[src/rtl/disp_pkg.sv]
// Shared sync-phase enumerations and default 1280x720 timing for the display timing generator.
package disp_pkg;

  typedef enum logic [1:0] {
    PH_SYNC  = 2'd0,
    PH_BACK  = 2'd1,
    PH_ACT   = 2'd2,
    PH_FRONT = 2'd3
  } axis_phase_e;

  typedef enum logic [1:0] {
    H_SYNC_S  = 2'd0,
    H_BACK_S  = 2'd1,
    H_ACT_S   = 2'd2,
    H_FRONT_S = 2'd3
  } h_state_e;

  typedef enum logic [1:0] {
    V_SYNC_S  = 2'd0,
    V_BACK_S  = 2'd1,
    V_ACT_S   = 2'd2,
    V_FRONT_S = 2'd3
  } v_state_e;

  localparam int unsigned DEF_H_SYNC   = 40;
  localparam int unsigned DEF_H_BACK   = 220;
  localparam int unsigned DEF_H_ACTIVE = 1280;
  localparam int unsigned DEF_H_FRONT  = 110;
  localparam int unsigned DEF_V_SYNC   = 5;
  localparam int unsigned DEF_V_BACK   = 20;
  localparam int unsigned DEF_V_ACTIVE = 720;
  localparam int unsigned DEF_V_FRONT  = 5;

endpackage

[src/rtl/disp_axis_cnt.sv]
// One timing axis: a wrapping position counter and its sync/back/active/front phase FSM.
// Advances only when en_i is high; phase_o is the registered phase of the current count.
module disp_axis_cnt
  import disp_pkg::*;
#(
  parameter int unsigned SYNC   = DEF_H_SYNC,
  parameter int unsigned BACK   = DEF_H_BACK,
  parameter int unsigned ACTIVE = DEF_H_ACTIVE,
  parameter int unsigned FRONT  = DEF_H_FRONT
) (
  input  logic        clk,
  input  logic        rst_n,
  input  logic        en_i,
  output logic [11:0] cnt_o,
  output logic [1:0]  phase_o
);

  localparam logic [11:0] END_SYNC = 12'(SYNC - 1);
  localparam logic [11:0] END_BACK = 12'(SYNC + BACK - 1);
  localparam logic [11:0] END_ACT  = 12'(SYNC + BACK + ACTIVE - 1);
  localparam logic [11:0] END_TOT  = 12'(SYNC + BACK + ACTIVE + FRONT - 1);

  logic [11:0] cnt_q;
  axis_phase_e state_q;

  always_ff @(posedge clk or negedge rst_n) begin
    if (!rst_n) begin
      cnt_q   <= '0;
      state_q <= PH_SYNC;
    end else if (en_i) begin
      cnt_q <= (cnt_q == END_TOT) ? '0 : cnt_q + 12'd1;
      case (state_q)
        PH_SYNC:  if (cnt_q == END_SYNC) state_q <= PH_BACK;
        PH_BACK:  if (cnt_q == END_BACK) state_q <= PH_ACT;
        PH_ACT:   if (cnt_q == END_ACT)  state_q <= PH_FRONT;
        PH_FRONT: if (cnt_q == END_TOT)  state_q <= PH_SYNC;
        default:  state_q <= PH_SYNC;
      endcase
    end
  end

  assign cnt_o   = cnt_q;
  assign phase_o = state_q;

endmodule

[src/rtl/disp_timing.sv]
// Display timing generator: horizontal/vertical axis counters, pattern-stage addresses and a
// 2-stage output pipeline. Define DISP_BORDER_EN to overlay a white 1-pixel frame border.
module disp_timing
  import disp_pkg::*;
#(
  parameter int unsigned H_SYNC   = DEF_H_SYNC,
  parameter int unsigned H_BACK   = DEF_H_BACK,
  parameter int unsigned H_ACTIVE = DEF_H_ACTIVE,
  parameter int unsigned H_FRONT  = DEF_H_FRONT,
  parameter int unsigned V_SYNC   = DEF_V_SYNC,
  parameter int unsigned V_BACK   = DEF_V_BACK,
  parameter int unsigned V_ACTIVE = DEF_V_ACTIVE,
  parameter int unsigned V_FRONT  = DEF_V_FRONT,
  parameter logic        SYNC_POL = 1'b1
) (
  input  logic        clk,
  input  logic        rst_n,
  output logic [11:0] h_addr,
  output logic [11:0] v_addr,
  input  logic [23:0] data_disp,
  output logic [23:0] rgb_out,
  output logic        de_out,
  output logic        hsync_out,
  output logic        vsync_out,
  output logic        frame_start
);

  localparam int unsigned H_TOTAL = H_SYNC + H_BACK + H_ACTIVE + H_FRONT;
  localparam logic [11:0] H_LAST  = 12'(H_TOTAL - 1);
  localparam logic [11:0] H_OFS   = 12'(H_SYNC + H_BACK);
  localparam logic [11:0] V_OFS   = 12'(V_SYNC + V_BACK);

  logic        run_q;
  logic [11:0] h_cnt, v_cnt;
  logic [1:0]  h_ph, v_ph;
  h_state_e    h_state;
  v_state_e    v_state;
  logic        h_wrap, act, hs_raw, vs_raw, fs_raw;
  logic        act1_q, hs1_q, vs1_q, fs1_q;
  logic [23:0] pix;

  // run_q holds the counters at 0 for the first edge after reset release.
  disp_axis_cnt #(.SYNC(H_SYNC), .BACK(H_BACK), .ACTIVE(H_ACTIVE), .FRONT(H_FRONT)) u_h_axis (
    .clk     (clk),
    .rst_n   (rst_n),
    .en_i    (run_q),
    .cnt_o   (h_cnt),
    .phase_o (h_ph)
  );

  assign h_wrap = run_q && (h_cnt == H_LAST);

  disp_axis_cnt #(.SYNC(V_SYNC), .BACK(V_BACK), .ACTIVE(V_ACTIVE), .FRONT(V_FRONT)) u_v_axis (
    .clk     (clk),
    .rst_n   (rst_n),
    .en_i    (h_wrap),
    .cnt_o   (v_cnt),
    .phase_o (v_ph)
  );

  assign h_state = h_state_e'(h_ph);
  assign v_state = v_state_e'(v_ph);
  assign act     = (h_state == H_ACT_S) && (v_state == V_ACT_S);
  assign h_addr  = act ? (h_cnt - H_OFS) : '0;
  assign v_addr  = act ? (v_cnt - V_OFS) : '0;
  assign hs_raw  = (h_state == H_SYNC_S) ? SYNC_POL : ~SYNC_POL;
  assign vs_raw  = (v_state == V_SYNC_S) ? SYNC_POL : ~SYNC_POL;
  assign fs_raw  = act && (h_cnt == H_OFS) && (v_cnt == V_OFS);

`ifdef DISP_BORDER_EN
  logic edge1_q;

  always_ff @(posedge clk or negedge rst_n) begin
    if (!rst_n) begin
      edge1_q <= 1'b0;
    end else begin
      edge1_q <= act && ((h_addr == '0) || (h_addr == 12'(H_ACTIVE - 1)) ||
                         (v_addr == '0) || (v_addr == 12'(V_ACTIVE - 1)));
    end
  end

  assign pix = edge1_q ? 24'hFFFFFF : data_disp;
`else
  assign pix = data_disp;
`endif

  // Stage 1 lines up with data_disp returning from the pattern stage; stage 2 drives the panel.
  always_ff @(posedge clk or negedge rst_n) begin
    if (!rst_n) begin
      run_q       <= 1'b0;
      act1_q      <= 1'b0;
      hs1_q       <= ~SYNC_POL;
      vs1_q       <= ~SYNC_POL;
      fs1_q       <= 1'b0;
      de_out      <= 1'b0;
      hsync_out   <= ~SYNC_POL;
      vsync_out   <= ~SYNC_POL;
      frame_start <= 1'b0;
      rgb_out     <= '0;
    end else begin
      run_q       <= 1'b1;
      act1_q      <= run_q && act;
      hs1_q       <= run_q ? hs_raw : ~SYNC_POL;
      vs1_q       <= run_q ? vs_raw : ~SYNC_POL;
      fs1_q       <= run_q && fs_raw;
      de_out      <= act1_q;
      hsync_out   <= hs1_q;
      vsync_out   <= vs1_q;
      frame_start <= fs1_q;
      rgb_out     <= act1_q ? pix : '0;
    end
  end

endmodule
[config.mk]
export PLATFORM = sky130hd
export DESIGN_NAME = disp_timing
export DESIGN_NICKNAME = d
export VERILOG_FILES = /design/src/rtl/disp_pkg.sv /design/src/rtl/disp_axis_cnt.sv /design/src/rtl/disp_timing.sv
export SDC_FILE = /design/constraint.sdc
export NUM_CORES = 1
export LEC_CHECK = 0
export ABC_CLOCK_PERIOD_IN_PS = 4700
export BUFFER_PORTS_ARGS = -buffer_cell sky130_fd_sc_hd__buf_2
export CORE_UTILIZATION = 55
export DETAILED_ROUTE_END_ITERATION = 10
export HOLD_SLACK_MARGIN = 0.15
export PLACE_DENSITY = 0.86
export SLEW_MARGIN = 20
export SYNTH_ARGS = -nofsm -noshare
export SYNTH_HDL_FRONTEND = slang
export SYNTH_SLANG_ARGS = --single-unit
[constraint.sdc]
create_clock -name clk -period 4.7 [get_ports clk]
set_clock_uncertainty 0.1 [all_clocks]
set_input_delay 0.235 -clock clk [delete_from_list [all_inputs] [get_ports clk]]
set_output_delay 0.235 -clock clk [all_outputs]
set_load 0.1 [all_outputs]
==> results.yml <==
synth:
  yosys_register_bits: 61
  synth_cells: 337
  synthArstFlopShare_pct: 100
  synth-main-ff-cell: "dfrtp_1"
  synth_area_leaders: "dfrtp_1 47%, ha_1 7.3%, and2_1 5.2%"
  synth_xor_area_share_pct: 6.47
  synth_top_family_by_area: "simple AND/OR/NAND/NOR gates"
  synthTopCellsByCount: "61 x dfrtp_1, 38 x nor2_1, 27 x and2_1"
  synth_top_area_share_pct: 47.0
  synthSimpleGateAreaFrac_pct: 24.3
  syn_area_per_cell_sq_um: 9.65
  synthMuxAreaShare_pct: 1.62
  synth_edf_count: 0
  yosysMostFrequentCell: "dfrtp_1"
  synth_area_sq_um: 3250
  synth-compound-area-share_pct: 8.51
  yosysTopAreaCell: "dfrtp_1"
  synth_warnings: 0
  synth_adder_area_share_pct: 7.31
  syn_nets: 382
  ys_seq_area_share_pct: 47.0
  yosysUniqueCellTypes: 45
run_status:
  outcome: "finished, final reports clean"
clock_tree:
  post_cts_buffers: 0
  clk_path_buf_depth: 2
  htreeDepth: 3
  tritoncts: "done"
  clockRootBuffer: "clkbuf_8"
  post_cts_resized: 0
  cts.sinks: 61
  numCtsBuffers: 9
  clkSlewWorstSetupHoldPaths_ns: 0.06
  hold_buffers: 25
  clk_latency_ns: 0.33
timing:
  min_period_ns: 2.86
  setup_tns_ns: 0
  fmaxAchievable_mhz: 350
  rsz0062_at_grt: "no"
  fin_crit_sh_pct: 60.8
  setup_viol: 0
  relSlewSlack_pct: 43.8
  hold_violations: 0
  tightest_slew_ns: 0.841
  maxSlewViolCount: 0
grt:
  grt_pass1_wl_microns: 12700
  overflow: 0
  grt_pass1_vias: 2645
  antenna_found_initial: 0
  track_usage_pct: 26.8
  grt_max_degree: 62
placed_design:
  dp_cells: 468
  gp_routability_congestion: 0.880
  portBuffers: 77
  place_hpwl_microns: 4710
worst_setup_path:
  r2r-start: "u_h_axis.cnt_o[2]"
  start_kind: "register"
  end_kind: "primary output"
  crit_slowest_cell: "or4_4"
  reg2reg_slack_ns: 2.23
  path_class: "register to primary output"
  crit_arrival_ns: 2.52
  crit_end: "h_addr[11]"
  startpoint: "u_h_axis.cnt_o[6]"
  r2r.worst_path.cells: 8
  cp_cell_sequence: "or4_4, o31ai_1, nand2_1, xor2_1, nor2_1, buf_2"
  cp_slowest_stage_delay_ns: 0.55
  cp.required_ns: 4.37
  crit_fanout: 9
  r2r_end: "u_v_axis.phase_o[1]"
power_and_ir_drop:
  cellLeakagePower_nw: 2.10
  ir_worst_vdd_mv: 0.259
  p_per_area_nw_per_um2: 357
routing:
  drt_iter0_markers: 159
  num_vias: 2740
  wire_per_inst_microns: 15.2
  drc: 0
  dr.pass1.iters: 4
  wl_microns: 7760
  final_antenna_net_count: 0
  vias_per_cell: 5.38
worst_hold_path:
  min_path_type: "register to register"
die:
  boundaryPins: 78
  chipHeight_microns: 78.9
  rows: 27
  die_w_microns: 78.9
  die_area_sq_um: 6220
  coreArea_sq_um: 5610
  initial_core_util_pct: 58.0
flow_run:
  drv_cap: 0
final_layout:
  n_fill_cell: 395
  nNetsFinal: 477
  stdcell_count: 509
  synthToLayoutAreaGrowth_pct: 27.3
  drive_gt1_share_pct: 23.1
  antenna_cells: 0
[state kept, by name (all words and copies together), names as in the netlist, 2 cells and up]
signal            cells
u_h_axis.cnt_o       12
rgb_out              24
u_v_axis.phase_o      2
u_v_axis.cnt_o       12
u_h_axis.phase_o      2
[kinds of logic (layout without fill, tap and decap cells)]
| kind of cell | count (synthesis) | after routing |
|---|---|---|
| compound gates | 46 | 46 |
| flops | 61 | 61 |
| other cells | 1 | 1 |
| xor+xnor | 24 | 24 |
| fa+ha+maj | 19 | 19 |
| simple gates | 145 | 145 |
| buf+inv | 36 | 136 |
| mux | 5 | 5 |
[critical path: cells and delay by family (launching register included)]
kind / cells / cell delay [ns]
simple gates: 3 / 0.74
flops: 1 / 0.48
xor+xnor: 1 / 0.16
compound gates: 1 / 0.35
buf+inv: 1 / 0.46
[where the power goes]
group / switching [mW] / total (mW) / internal, mW
logic: 0.165 / 0.297 / 0.132
registers: 0.0574 / 0.617 / 0.560
clock network: 0.210 / 0.562 / 0.352
total: 0.432 / 1.48 / 1.04
[layout by cell type, fill, tap and decap left out, types with 8 or more instances in the layout]
master         netlist  routed
clkbuf_8             0       9
inv_1               15      15
nor2_1              38      38
dlygate4sd3_1        0      25
o21ai_0              9       9
o21ai_1             15      15
nand3_1             10      10
and2_1              27      27
nand2_1             26      26
o31ai_1              8       8
xor2_1              11      11
xnor2_1             13      13
buf_2                5      77
ha_1                19      19
dfrtp_1             61      61
[stage by stage]
step	setup WS, ns	power [mW]	hold slack [ns]	area, sq um	util, %
3_3_place_gp	2.24	0.890	0.232	3650	65.1
4_1_cts	1.84	1.48	0.256	4140	73.8
2_1_floorplan	1.56	0.827	-0.161	3250	-
6_report	1.84	1.48	0.258	4140	73.8
3_5_place_dp	2.20	0.903	0.236	3650	65.1
5_1_grt	1.72	1.55	0.265	4140	73.8
[worst min path at each step]
stage | cells past startpoint | start | end | slack [ns]
after detailed placement | 0 | fs1_q | frame_start | 0.24
after global placement | 0 | fs1_q | frame_start | 0.23
final | 0 | hs1_q | hsync_out | 0.26
after floorplan | 0 | rst_n | act1_q | -0.16
after global routing | 0 | hs1_q | hsync_out | 0.26
after CTS | 0 | fs1_q | frame_start | 0.26
[per-layer routing]
| metal | vias up | wire [microns] | track usage [%] |
|---|---|---|---|
| met5 | - | 0 | 0 |
| met2 | 121 | 3600 | 43.1 |
| li1 | 1316 | - | - |
| met4 | 0 | 121 | 10.0 |
| met3 | 18 | 486 | 4.71 |
| met1 | 1285 | 3550 | 36.3 |
[area by class of cell]
type | count | area [sq um] | share of cell area, %
multi-input combinational | 240 | 1570 | 38.0
sequential | 61 | 1530 | 36.9
timing repair buffer | 104 | 651 | 15.7
clock buffer | 10 | 128 | 3.08
clock inverter | 6 | 111 | 2.69
tap | 72 | 90.1 | 2.18
inverter | 16 | 60.1 | 1.45
Note: power is estimated with default switching activity, not from simulation.
